File: src/rtl/neuron_pkg.sv
// Shared definitions for the neuron MAC stage: FSM state encoding, default bus
// widths and the accumulator width derivation.
package neuron_pkg;

  localparam int DATA_W_DEF = 16;
  localparam int ADDR_W_DEF = 16;

  typedef enum logic [1:0] {
    ST_IDLE  = 2'd0,
    ST_RUN   = 2'd1,
    ST_DRAIN = 2'd2,
    ST_DONE  = 2'd3
  } state_e;

  // Full product width plus enough headroom for n_inputs additions.
  function automatic int acc_width(input int data_w, input int n_inputs);
    return 2 * data_w + $clog2(n_inputs + 1);
  endfunction

endpackage

File: src/rtl/neuron_mac_dp.sv
// Datapath for neuron_mac: unsigned multiplier, accumulator and step activation.
// The FSM supplies clear (start of evaluation), valid (product present) and capture.
module neuron_mac_dp
  import neuron_pkg::*;
#(
  parameter int DATA_W    = DATA_W_DEF,
  parameter int ACC_W     = acc_width(DATA_W_DEF, 9),
  parameter int THRESHOLD = 32
) (
  input  logic              clk,
  input  logic              rst,
  input  logic              clear,
  input  logic              valid,
  input  logic              capture,
  input  logic [DATA_W-1:0] weight,
  input  logic [DATA_W-1:0] data,
  output logic [ACC_W-1:0]  acc_out,
  output logic              y
);

  logic [2*DATA_W-1:0] prod;
  logic [ACC_W-1:0]    sum;
  logic [ACC_W-1:0]    acc_q;
  logic [ACC_W-1:0]    acc_d;
  logic [ACC_W-1:0]    acc_out_q;
  logic                y_q;

  // Operands widened first so the product is computed at full precision.
  assign prod = {{DATA_W{1'b0}}, weight} * {{DATA_W{1'b0}}, data};

  always_comb begin
    sum = acc_q;
    if (valid) begin
      sum = acc_q + ACC_W'(prod);
    end
  end

  always_comb begin
    acc_d = sum;
    if (clear) begin
      acc_d = '0;
    end
  end

  always_ff @(posedge clk or posedge rst) begin
    if (rst) begin
      acc_q     <= '0;
      acc_out_q <= '0;
      y_q       <= 1'b0;
    end else begin
      acc_q <= acc_d;
      if (capture) begin
        acc_out_q <= sum;
        y_q       <= (sum >= ACC_W'(THRESHOLD));
      end
    end
  end

  assign acc_out = acc_out_q;
  assign y       = y_q;

endmodule

File: src/rtl/neuron_mac.sv
// Sequencing MAC stage: walks the weight ROM and input buffer in lockstep, feeds the
// datapath one product per cycle and hands the result downstream via valid/ready.
module neuron_mac
  import neuron_pkg::*;
#(
  parameter int DATA_W      = DATA_W_DEF,
  parameter int ADDR_W      = ADDR_W_DEF,
  parameter int N_INPUTS    = 9,
  parameter int WEIGHT_BASE = 1,
  parameter int THRESHOLD   = 32,
  parameter int ACC_W       = acc_width(DATA_W, N_INPUTS)
) (
  input  logic              clk,
  input  logic              rst,
  input  logic              start,
  output logic              busy,
  output logic [ADDR_W-1:0] rom_addr,
  input  logic [DATA_W-1:0] rom_dout,
  output logic [ADDR_W-1:0] in_addr,
  input  logic [DATA_W-1:0] in_data,
  output logic              out_valid,
  input  logic              out_ready,
  output logic [ACC_W-1:0]  acc_out,
  output logic              y
);

  localparam logic [ADDR_W-1:0] LAST_IDX = ADDR_W'(N_INPUTS - 1);
  localparam logic [ADDR_W-1:0] BASE     = ADDR_W'(WEIGHT_BASE);

  state_e            state_q, state_d;
  logic [ADDR_W-1:0] rom_addr_q, rom_addr_d;
  logic [ADDR_W-1:0] in_addr_q, in_addr_d;
  logic              out_valid_q, out_valid_d;
  logic              dvalid_q, dvalid_d;
  logic              clear;
  logic              capture;

  // Synchronous memories return data one cycle after the address, so the product
  // for an address issued in a RUN cycle arrives in the following cycle.
  assign dvalid_d = (state_q == ST_RUN);

  always_comb begin
    state_d     = state_q;
    rom_addr_d  = rom_addr_q;
    in_addr_d   = in_addr_q;
    out_valid_d = out_valid_q;
    clear       = 1'b0;
    capture     = 1'b0;
    case (state_q)
      ST_IDLE: begin
        if (start) begin
          clear      = 1'b1;
          rom_addr_d = BASE;
          in_addr_d  = '0;
          state_d    = ST_RUN;
        end
      end
      ST_RUN: begin
        if (in_addr_q == LAST_IDX) begin
          state_d = ST_DRAIN;
        end else begin
          rom_addr_d = rom_addr_q + 1'b1;
          in_addr_d  = in_addr_q + 1'b1;
        end
      end
      ST_DRAIN: begin
        capture     = 1'b1;
        out_valid_d = 1'b1;
        state_d     = ST_DONE;
      end
      ST_DONE: begin
        if (out_ready) begin
          out_valid_d = 1'b0;
          state_d     = ST_IDLE;
        end
      end
      default: begin
        state_d = ST_IDLE;
      end
    endcase
  end

  always_ff @(posedge clk or posedge rst) begin
    if (rst) begin
      state_q     <= ST_IDLE;
      rom_addr_q  <= '0;
      in_addr_q   <= '0;
      out_valid_q <= 1'b0;
      dvalid_q    <= 1'b0;
    end else begin
      state_q     <= state_d;
      rom_addr_q  <= rom_addr_d;
      in_addr_q   <= in_addr_d;
      out_valid_q <= out_valid_d;
      dvalid_q    <= dvalid_d;
    end
  end

  neuron_mac_dp #(
    .DATA_W   (DATA_W),
    .ACC_W    (ACC_W),
    .THRESHOLD(THRESHOLD)
  ) u_dp (
    .clk    (clk),
    .rst    (rst),
    .clear  (clear),
    .valid  (dvalid_q),
    .capture(capture),
    .weight (rom_dout),
    .data   (in_data),
    .acc_out(acc_out),
    .y      (y)
  );

  assign busy      = (state_q != ST_IDLE);
  assign rom_addr  = rom_addr_q;
  assign in_addr   = in_addr_q;
  assign out_valid = out_valid_q;

endmodule

File: config.mk
export PLATFORM = sky130hd
export DESIGN_NAME = neuron_mac
export DESIGN_NICKNAME = d
export VERILOG_FILES = /design/src/rtl/neuron_pkg.sv /design/src/rtl/neuron_mac_dp.sv /design/src/rtl/neuron_mac.sv
export SDC_FILE = /design/constraint.sdc
export NUM_CORES = 1
export LEC_CHECK = 0
export CAP_MARGIN = 20
export CORE_ASPECT_RATIO = 1.2
export CORE_UTILIZATION = 66
export DETAILED_ROUTE_END_ITERATION = 16
export PLACE_DENSITY_LB_ADDON = 0.2
export SYNTH_ARGS = -nofsm -noshare
export SYNTH_HDL_FRONTEND = slang
export SYNTH_SLANG_ARGS = --single-unit
File: constraint.sdc
create_clock -name clk -period 10.1 [get_ports clk]
set_input_delay 2.02 -clock clk [delete_from_list [all_inputs] [get_ports clk]]
set_output_delay 2.02 -clock clk [all_outputs]
set_load 0.02 [all_outputs]
After elaboration in Yosys (flattened, before gate mapping). Cells that the tools add are included.

Add/sub/neg operators: 3. Multipliers: 1. $lt $le $gt $ge: 1. Equal/unequal tests: 8. Multiplexer cells: 17. Reduce and logical (&&, ||, !) cells: 7.

Operator list (number): 36-bit 2-to-1 mux (2); 16-bit 2-to-1 mux (4); 16-bit one-hot mux with 2 select lines (2); 36-bit by 32-bit adder with 36-bit output (1); 36-bit by 6-bit >= comparator with 1-bit output, second input constant (1); 16-bit by 1-bit adder with 16-bit output, second input constant (2); 16-bit by 16-bit multiplier with 32-bit output (1); 16-bit by 4-bit equality test with 1-bit output, second input constant (1); 2-bit one-hot mux with 4 select lines (1); 2-bit 2-to-1 mux (3); 2-bit != test, second input constant (3); 3-bit AND reduction (2); 2-bit nonzero test (3); 2-bit equality test, second input constant (2); 1-bit 2-to-1 mux (4); 2-bit by 1-bit equality test with 1-bit output, second input constant (1); 2-bit logical NOT (1); 2-bit by 1-bit != test with 1-bit output, second input constant (1); 1-bit one-hot mux with 2 select lines (1); 2-bit AND reduction (1).

Flip-flop bits (word level): 109. Bits of input ports: 36. Output and inout bits: 71. Logic and storage cells: 45.

Logic depth before layout (Yosys ltp). Gate-level depths: netlist of run 1.

Depth in word-level cells: 4. Depth in mapped cells: 25. Depth with buffers taken out: 24.

By module. Synthesis of run 1 repeated with hierarchy kept, for this count alone.

Cells, all modules: 1723. Area, all modules: 15123.3 um2.

By module, submodules not included: neuron_mac_dp (times used 1, cells each 1484, area each 12912.4 um2, seq. area each 1826.8 um2); neuron_mac (times used 1, cells each 239, area each 2210.9 um2, seq. area each 900.9 um2).

Worst setup path after synthesis of run 1. Ideal clock, no wire load.

Kind: input to register. Start point: input port in_data[6]. End point: register u_dp.y_q (netlist: u_dp.y). Setup time: 131 ps. Data arrival time: 7872 ps. Data required time: 9969 ps. Slack: 2097 ps. Stages: 24. Buffers on the path: 2. Cells stage by stage: clkbuf_1 -> and2_1 -> fa_1 -> inv_1 -> fa_1 -> fa_1 -> inv_1 -> fa_1 -> fa_1 -> inv_1 -> fa_1 -> inv_1 -> ha_1 -> clkdlybuf4s15_1 -> a21oi_1 -> nand2_1 -> a21oi_1 -> nor2b_1 -> a21oi_1 -> nor3_1 -> nor3b_1 -> or4_1 -> nor4_1 -> a21oi_1.

Longest elaborated chain between the ends: 4.

RTL lines: start: declaration (line neuron_mac.sv:20) `input logic [DATA_W-1:0] in_data,`; 16-bit by 16-bit multiplier with 32-bit output (line neuron_mac_dp.sv:29) `assign prod = {{DATA_W{1'b0}}, weight} * {{DATA_W{1'b0}}, data};`; 36-bit by 32-bit adder with 36-bit output (line neuron_mac_dp.sv:34) `sum = acc_q + ACC_W'(prod);`; 36-bit 2-to-1 mux (line neuron_mac_dp.sv:33) `if (valid) begin`; 36-bit by 6-bit >= comparator with 1-bit output (line neuron_mac_dp.sv:54) `y_q <= (sum >= ACC_W'(THRESHOLD));`; end signal: assignment (line neuron_mac_dp.sv:54); end: declaration (line neuron_mac_dp.sv:26) `logic y_q;`.

Every way passes these cells. A chain may end at the register's enable or synchronous reset.

Final worst setup path of run 1.
Start point: input port rom_dout[2]. End point: register u_dp.y_q (netlist: u_dp.y).

Longest elaborated chain between the ends: 4.

RTL lines: start: declaration (line neuron_mac.sv:18) `input logic [DATA_W-1:0] rom_dout,`; 16-bit by 16-bit multiplier with 32-bit output (line neuron_mac_dp.sv:29); 36-bit by 32-bit adder with 36-bit output (line neuron_mac_dp.sv:34); 36-bit 2-to-1 mux (line neuron_mac_dp.sv:33); 36-bit by 6-bit >= comparator with 1-bit output (line neuron_mac_dp.sv:54).

Every way passes these cells.

==> results.json, run 1 <==
{
  "place_hpwl_mm": 27.0,
  "rr_startpoint": "u_dp.acc_q[10]",
  "insertedDiodeCount": 0,
  "die_area_um2": 22800,
  "synth.net_count": 2035,
  "fmax_ghz": 0.111,
  "yosysSeqAreaShare_pct": 18.6,
  "reg2reg_depth": 19,
  "hold_end": "u_dp.acc_out[10]",
  "netlist_area_um2": 14600,
  "synth_largest_area_cell": "fa_1",
  "slew_headroom_pct": 30.2,
  "hold_buffers": 0,
  "ios": 107,
  "grt_pass1_vias": 11929,
  "crit_fanout": 16,
  "hold_viol": 0,
  "syn_avg_cell_area_um2": 8.85,
  "worstMarginPinSlew_ps": 1050,
  "yosys_warnings": 0,
  "worstPathArrival_ps": 9210,
  "ys.flop_type": "dfrtp_1",
  "rrSetupSlack_ps": 4560,
  "start_util_pct": 67.5,
  "drc": 0,
  "worst_setup_path_end_kind": "flop",
  "die_y_um": 165,
  "dr_total_vias": 11111,
  "critPathLaunch": "rom_dout[2]",
  "post_cts_resize_count": 0,
  "h-tree-depth": 3,
  "wl_mm": 32.9,
  "startpoint_type": "input pin",
  "final_cell_mix": "370 x inv_1, 226 x fa_1, 180 x nand2_1, 125 x and2_1, 117 x ha_1",
  "coreArea_um2": 21700,
  "worstHoldStart": "u_dp.acc_out[10]",
  "first_iter_violations": 627,
  "cts_tree": "built",
  "grt_usage_pct": 31.8,
  "cts_num_sinks": 109,
  "synthTopCellsByArea": "fa_1 31%, dfrtp_1 19%, ha_1 10%, inv_1 9.5%, and2_1 5.3%",
  "synth_cells": 1655,
  "antenna_found_initial": 0,
  "synth_edf_count": 0,
  "post-route-period-util_pct": 89.1,
  "first_pass_iters": 5,
  "postCtsSetupBuffers": 0,
  "fin_setup_tns_ps": 0,
  "path_class": "input pin to flop",
  "grt_pass1_wl_mm": 56.4,
  "grt_max_degree": 85,
  "cts_buffers": 9,
  "hold_path_class": "flop to flop",
  "synth-seq-cells": 109,
  "rsz0062_at_grt": "false",
  "port_buffers": 106,
  "setup_violations": 0,
  "critPathRequiredTime_ps": 10320,
  "nets": 2102,
  "via_per_inst": 5.55,
  "r2r_end": "u_dp.y",
  "final_layout_size_suffix_gt1_share_pct": 2.49,
  "async_reset_ff_share_pct": 100,
  "cap_violations": 0,
  "skew_ps": 10.1,
  "die_w_um": 138,
  "row_count": 59,
  "synth.top_cell.area_share_pct": 30.9,
  "clkTransAtPathRegs_ps": 70,
  "finalCriticalPeriod_ps": 8990,
  "routabilityCongestion": 0.944,
  "slew_violations": 0,
  "whs_path_depth": 1,
  "wl_per_cell_um": 16.4,
  "status": "finished, final reports clean",
  "grt_remaining_overflow": 0,
  "final_common_cell": "inv_1",
  "cts_buffer_depth": 2,
  "synthToLayoutAreaGrowth_pct": 10.5,
  "clock_latency_ps": 350,
  "yosysUniqueCellTypes": 59,
  "clockRootBuffer": "clkbuf_16",
  "ant_nets": 0
}
-- layout make-up --
cell class	instances	area, um2
multi-input combinational	1117	10300
sequential	109	2730
inverter	371	1400
clock inverter	7	65.1
tap	274	343
fill	1582	5520
timing repair buffer	114	1140
clock buffer	9	225
-- cell families after synthesis --
family                   Yosys count  share of synthesized area [%]
adder cells (fa/ha/maj)          344                           41.0
multiplexers                      27                           1.90
flip-flops                       109                           18.6
XOR/XNOR                          40                           2.39
AND/OR/NAND/NOR                  532                           17.8
AO/OA/AOI/OAI                    174                           7.12
buffers and inverters            429                           11.2
-- layer usage --
layer	GRT usage (%)	wire, um
met4	10.3	892
met5	0	0
met2	53.4	16000
met1	42.2	13900
met3	4.79	2090
-- how the worst max path moves through the flow --
stage	endpoint	slack (ps)
2_1_floorplan	u_dp.y	2100
3_3_place_gp	u_dp.y	840
3_5_place_dp	u_dp.y	810
4_1_cts	u_dp.y	1140
5_1_grt	u_dp.y	700
6_report	u_dp.y	1110
-- flip-flops by register name, indices dropped and copies added (netlist names) --
register / flops
state_q: 2
dvalid_q: 1
rom_addr: 16
u_dp.acc_q: 36
u_dp.acc_out: 36
u_dp.y: 1
in_addr: 16
out_valid: 1
-- synthesized netlist by cell type, drive strengths merged (2+ instances only) --
cell / count
mux2: 6
nor3b: 5
o21ai: 46
o211ai: 5
fa: 226
nand3: 26
and3: 7
a21o: 8
a221oi: 2
buf: 3
xor2: 24
a31oi: 7
nor4: 4
clkbuf: 54
a21boi: 3
nand2b: 6
inv: 371
ha: 118
dfrtp: 109
nand2: 180
or3: 12
and2: 125
o21a: 5
nand4: 19
o41ai: 2
o22ai: 3
nor2b: 14
a21oi: 76
or4: 4
nor3: 9
nor2: 111
mux2i: 21
a211oi: 2
and4: 6
a41oi: 4
xnor2: 16
-- critical path, stage by stage --
cell             delay (ps)
clkdlybuf4s50_1         880
nand2_1                 190
fa_1                    560
fa_1                    550
inv_1                    60
fa_1                    560
fa_1                    550
fa_1                    550
inv_1                    50
fa_1                    530
inv_1                    40
ha_1                    390
a21oi_1                 290
o21ai_0                 190
a221oi_1                480
a21oi_1                 240
o21ai_0                 180
nor3b_1                 480
nand3b_1                130
nor4_1                  190
a21oi_1                 100
-- metrics by stage --
step | cell area (um2) | util (%) | instances | setup WS [ps] | hold slack (ps)
after global routing | 16200 | 74.6 | 2001 | 705 | 536
after CTS | 16200 | 74.4 | 2000 | 1140 | 519
after detailed placement | 15900 | 73.1 | 1984 | 807 | 491
after floorplan | 14600 | - | 1655 | 2100 | 494
after global placement | 15900 | 73.1 | 1984 | 842 | 490
final | 16200 | 74.6 | 2001 | 1110 | 516
Power of run 1 is not shown: default switching activity piles up to over one toggle a cycle in this logic, so the estimate is an artifact.
==> run 2: changes to the inputs <==
--- a/config.mk
+++ b/config.mk
@@ -6,7 +6,6 @@
 export NUM_CORES = 1
 export LEC_CHECK = 0
 export CAP_MARGIN = 20
-export CORE_ASPECT_RATIO = 1.2
 export CORE_UTILIZATION = 66
 export DETAILED_ROUTE_END_ITERATION = 16
 export PLACE_DENSITY_LB_ADDON = 0.2
==> constraint.sdc (replaced) <==
create_clock -name clk -period 10.1 [get_ports clk]
set_input_delay 2.02 -clock clk [delete_from_list [all_inputs] [get_ports clk]]
set_output_delay 2.02 -clock clk [all_outputs]
set_load 0.01 [all_outputs]
==> run 2 against run 1 <==
Via count up 0.77%. Critical endpoint unchanged. Cell count up 0.25%. Critical path depth up 1. Sequential cell count unchanged. Routed wire length up 2.0%. Sequential share of layout area unchanged. Global-route usage up 0.41 points.
==> results.json, run 2 (synthesized netlist as in run 1, its figures left out) <==
{
  "status": "finished, final reports clean",
  "grt.met2_usage_pct": 51.0,
  "wl_per_cell_um": 16.7,
  "wl_mm": 33.5,
  "start_util_pct": 67.1,
  "antenna_found_initial": 0,
  "fmax_ghz": 0.109,
  "final_common_cell": "inv_1",
  "path_class": "input pin to flop",
  "worst_slack_ps": 928,
  "crit_chain": "clkdlybuf4s50_1 > and2_1 > fa_1 > inv_1 > fa_1 > fa_1 > inv_1 > fa_1 > fa_1 > inv_1 > fa_1 > inv_1 > ha_1 > a21oi_1 > o21ai_0 > nor3_1 > o21ai_0 > xor2_1 > mux2i_1 > nand4_1 > nor4_1 > a21oi_1",
  "clockRootBuffer": "clkbuf_16",
  "final_cell_mix": "370 x inv_1, 226 x fa_1, 180 x nand2_1, 125 x and2_1, 117 x ha_1",
  "final_layout_size_suffix_gt1_share_pct": 2.43,
  "worstPathArrival_ps": 9400,
  "die_w_um": 151,
  "postCtsSetupBuffers": 0,
  "reg2reg_depth": 19,
  "insertedDiodeCount": 0,
  "first_iter_violations": 714,
  "drc": 0,
  "critPathRequiredTime_ps": 10330,
  "startpoint_type": "input pin",
  "whs_path_depth": 2,
  "rrSetupSlack_ps": 4500,
  "port_buffers": 106,
  "slew_headroom_pct": 33.0,
  "coreArea_um2": 21800,
  "routabilityCongestion": 0.923,
  "via_per_inst": 5.58,
  "endpoint": "u_dp.y",
  "worstMarginPinSlew_ps": 1010,
  "cap_violations": 0,
  "slowest_stage": "clkdlybuf4s50_1",
  "fin_setup_tns_ps": 0,
  "nets": 2101,
  "setup_violations": 0,
  "hold_viol": 0,
  "rr_startpoint": "u_dp.acc_q[8]",
  "row_count": 54,
  "synthToLayoutAreaGrowth_pct": 10.5,
  "busiest_layer": "met2",
  "hold_buffers": 0,
  "cts_tree": "built",
  "global_route.usage.met1_pct": 46.4,
  "hold_path_class": "flop to flop",
  "post-route-period-util_pct": 90.8,
  "grt.met3_usage_pct": 5.39,
  "grt_max_degree": 77,
  "ios": 107,
  "grt_usage_pct": 32.2,
  "grt_remaining_overflow": 0,
  "clock_latency_ps": 350,
  "cts_buffers": 9,
  "place_hpwl_mm": 27.3,
  "crit_top_cell": "fa_1",
  "grt_pass1_wl_mm": 56.9,
  "rsz0062_at_grt": "false",
  "cts_num_sinks": 109,
  "first_pass_iters": 5,
  "slew_violations": 0,
  "cts_buffer_depth": 2,
  "die_area_um2": 22800,
  "grt_pass1_vias": 11484,
  "cpPeakStageDelay_ps": 800,
  "place_ws_ps": 683,
  "h-tree-depth": 3,
  "post_cts_resize_count": 0,
  "skew_ps": 14.0,
  "worst_setup_path_end_kind": "flop",
  "crit_fanout": 16,
  "ant_nets": 0,
  "critPathLaunch": "rom_dout[7]",
  "finalCriticalPeriod_ps": 9170,
  "die_y_um": 151,
  "dr_total_vias": 11196,
  "clkTransAtPathRegs_ps": 80,
  "r2r_end": "u_dp.y"
}
==> run 2: cell count changes in the layout (fill, tap and decap cells not counted), sizes merged <==
| cell | delta |
|---|---|
| buf | -1 |
| clkinv | +1 |
| inv | -1 |
==> run 2: worst max-delay path, delay by kind of cell <==
kind                     cells  cell delay [ps]
AO/OA/AOI/OAI                4              930
XOR/XNOR                     1              220
adder cells (fa/ha/maj)      7             3530
buffers and inverters        5             1010
multiplexers                 1              390
AND/OR/NAND/NOR              4             1290
==> run 2: layout make-up <==
class | instances | area [um2]
Inverter | 371 | 1400
Tap cell | 280 | 350
Multi-Input combinational cell | 1117 | 10300
Clock buffer | 9 | 225
Timing Repair Buffer | 113 | 1110
Clock inverter | 7 | 85.1
Fill cell | 1639 | 5640
Sequential cell | 109 | 2730
==> run 2: layer usage <==
| metal | vias up | wire length (um) |
|---|---|---|
| met5 | - | 0 |
| met4 | 0 | 586 |
| met3 | 39 | 2610 |
| met2 | 410 | 15500 |
| met1 | 5540 | 14800 |
| li1 | 5207 | - |
==> run 2: stage by stage <==
stage | hold WS (ps) | cell area [um2] | utilization (%) | std cells
after floorplan | 494 | 14600 | - | 1655
after global placement | 486 | 15900 | 72.7 | 1990
after detailed placement | 499 | 15900 | 72.7 | 1990
after CTS | 523 | 16200 | 74.1 | 2006
after global routing | 534 | 16200 | 74.1 | 2006
final | 515 | 16200 | 74.1 | 2006
==> run 2: how the worst min path moves through the flow <==
stage	startpoint	end	slack [ps]
finish	u_dp.acc_out[5]	u_dp.acc_out[5]	520
global route	u_dp.acc_out[35]	u_dp.acc_out[35]	530
CTS	u_dp.acc_out[32]	u_dp.acc_out[32]	520
detailed placement	u_dp.acc_out[34]	u_dp.acc_out[34]	500
global placement	u_dp.acc_out[5]	u_dp.acc_out[5]	490
floorplan	u_dp.acc_q[5]	u_dp.acc_q[5]	490
Power of run 2 is left out for the same reason.
==> run 3: changes to the inputs <==
--- a/config.mk
+++ b/config.mk
@@ -5,10 +5,12 @@
 export SDC_FILE = /design/constraint.sdc
 export NUM_CORES = 1
 export LEC_CHECK = 0
+export ABC_AREA = 1
 export CAP_MARGIN = 20
-export CORE_UTILIZATION = 66
+export CORE_UTILIZATION = 67
 export DETAILED_ROUTE_END_ITERATION = 16
 export PLACE_DENSITY_LB_ADDON = 0.2
+export REMOVE_ABC_BUFFERS = 1
 export SYNTH_ARGS = -nofsm -noshare
 export SYNTH_HDL_FRONTEND = slang
 export SYNTH_SLANG_ARGS = --single-unit
==> run 3 against run 2 <==
Critical path depth up 6. Design area rose by 7.7%. Via count increased by 22%. Die area is 7.1% higher. Register-to-register slack improved by 710 ps. First-iteration DRC count rose by 51%. Worst hold slack worse by 24 ps. Sequential share of layout area decreased by 1.2 points. Global-route usage grew 3.1 points. Synthesized cell count increased by 34%. Synthesized area up 8.8%. Cell count is 28% higher.
==> results.json, run 3 <==
{
  "clockRootBuffer": "clkbuf_16",
  "grt_usage_pct": 35.2,
  "antenna_found_initial": 0,
  "fmax_ghz": 0.118,
  "die_w_um": 156,
  "yosysUniqueCellTypes": 37,
  "cts_buffer_depth": 2,
  "wl_per_cell_um": 15.5,
  "die_y_um": 156,
  "die_area_um2": 24400,
  "fin_setup_tns_ps": 0,
  "worstMarginPinSlew_ps": 964,
  "async_reset_ff_share_pct": 100,
  "rsz0062_at_grt": "false",
  "skew_ps": 10.8,
  "h-tree-depth": 3,
  "final_cell_mix": "637 x inv_1, 621 x nand2_1, 226 x fa_1, 118 x ha_1, 109 x dfrtp_1",
  "synth.top_cell.area_share_pct": 28.4,
  "whs_path_depth": 2,
  "yosys-top-cells-count": "638 x inv_1, 621 x nand2_1, 226 x fa_1, 118 x ha_1, 109 x dfrtp_1",
  "grt_pass1_wl_mm": 67.5,
  "final_layout_size_suffix_gt1_share_pct": 2.57,
  "status": "finished, final reports clean",
  "insertedDiodeCount": 0,
  "yosysMostFrequentCell": "inv_1",
  "drc": 0,
  "critPathLaunch": "rom_dout[9]",
  "hold_viol": 0,
  "start_util_pct": 68.1,
  "via_per_inst": 5.31,
  "final_common_cell": "inv_1",
  "row_count": 56,
  "dr_total_vias": 13678,
  "worstPathArrival_ps": 8690,
  "synth-seq-cells": 109,
  "yosysSeqAreaShare_pct": 17.1,
  "slew_violations": 0,
  "worstHoldStart": "u_dp.acc_out[29]",
  "routabilityCongestion": 0.969,
  "critPathRequiredTime_ps": 10340,
  "grt_remaining_overflow": 0,
  "synthToLayoutAreaGrowth_pct": 9.38,
  "reg2reg_depth": 25,
  "cts_tree": "built",
  "port_buffers": 106,
  "clkTransAtPathRegs_ps": 80,
  "ios": 107,
  "path_class": "input pin to flop",
  "nets": 2630,
  "synth_largest_area_cell": "fa_1",
  "slew_headroom_pct": 35.7,
  "coreArea_um2": 23400,
  "rr_startpoint": "u_dp.acc_q[11]",
  "post_cts_resize_count": 0,
  "hold_path_class": "flop to flop",
  "postCtsSetupBuffers": 0,
  "cts_buffers": 9,
  "post-route-period-util_pct": 83.6,
  "yosys_warnings": 0,
  "wl_mm": 40.0,
  "hold_buffers": 0,
  "place_hpwl_mm": 32.6,
  "synth_edf_count": 0,
  "cap_violations": 0,
  "synth_cells": 2212,
  "ys.flop_type": "dfrtp_1",
  "setup_violations": 0,
  "grt_max_degree": 78,
  "first_pass_iters": 5,
  "syn_avg_cell_area_um2": 7.20,
  "ant_nets": 0,
  "startpoint_type": "input pin",
  "clock_latency_ps": 360,
  "worst_setup_path_end_kind": "flop",
  "synthTopCellsByArea": "fa_1 28%, dfrtp_1 17%, inv_1 15%, nand2_1 15%, ha_1 9.3%",
  "netlist_area_um2": 15900,
  "finalCriticalPeriod_ps": 8450,
  "crit_fanout": 16,
  "grt_pass1_vias": 13824,
  "first_iter_violations": 1079,
  "cts_num_sinks": 109
}
## run 3: cell types whose count changed after synthesis, sizes merged, moves of 16 or more
cell / previous run / this run
nand2: 180 / 631
inv: 371 / 641
and2: 125 / 1
nand3: 26 / 88
a21oi: 76 / 33
clkbuf: 54 / 78
mux2i: 21 / 3
nor3: 9 / 26
xor2: 24 / 8
## run 3: worst paths after layout
kind / endpoint / slack, ps
max: u_dp.y / 1650
max in group asynchronous: in_addr[0] / 6760
max reg2reg: u_dp.y / 5210
min reg2reg: u_dp.acc_out[29] / 490
min in group asynchronous: u_dp.acc_out[27] / 2020
min: u_dp.acc_out[29] / 490
## run 3: per-stage QoR
step	utilization [%]	cell area [um2]	setup slack (ps)	std cells	hold slack, ps
after floorplan	-	15600	3060	2126	507
after global placement	73.1	17100	1420	2557	465
after detailed placement	73.1	17100	1430	2557	473
after CTS	74.4	17400	1770	2573	493
after global routing	74.5	17400	1330	2574	514
final	74.5	17400	1650	2574	491
## run 3: cell families (layout without fill, tap and decap cells)
| group | Yosys count | count (layout) | share of synthesized area (%) |
|---|---|---|---|
| AND/OR/NAND/NOR | 902 | 902 | 23.3 |
| buffers and inverters | 731 | 774 | 17.3 |
| adder cells (fa/ha/maj) | 344 | 344 | 37.7 |
| AO/OA/AOI/OAI | 111 | 111 | 3.75 |
| flip-flops | 109 | 109 | 17.1 |
| XOR/XNOR | 12 | 12 | 0.660 |
| multiplexers | 3 | 3 | 0.188 |
## run 3: critical path, stage by stage
cell and delay [ps]:
clkdlybuf4s50_1 970, nand2_1 170, fa_1 570, inv_1 50
fa_1 520, inv_1 50, fa_1 530, inv_1 60
fa_1 540, fa_1 520, inv_1 50, fa_1 540
inv_1 50, ha_1 390, nand2_1 100, nand2_1 110
inv_1 100, nand2_1 60, a21oi_1 280, inv_1 80
a21oi_1 170, nand3_1 100, nand3_1 130, nand2_1 60
nor2_1 190, nand3_1 120, nor2_1 100, nor2_1 50
## run 3: cell type report
type,instances,area (um2)
Inverter,645,2420
Sequential cell,109,2730
Clock buffer,9,225
Clock inverter,7,80.1
Multi-Input combinational cell,1372,10400
Fill cell,1916,5970
Timing Repair Buffer,113,1130
Tap cell,319,399
## run 3: metal layers
| metal | vias up | global-route usage [%] | share of wire [%] |
|---|---|---|---|
| li1 | 6442 | - | - |
| met1 | 6526 | 49.1 | 42 |
| met2 | 629 | 57.0 | 46 |
| met3 | 81 | 5.65 | 8.7 |
| met4 | 0 | 10.5 | 2.5 |
| met5 | - | 0 | 0 |
Power of run 3 is left out for the same reason.
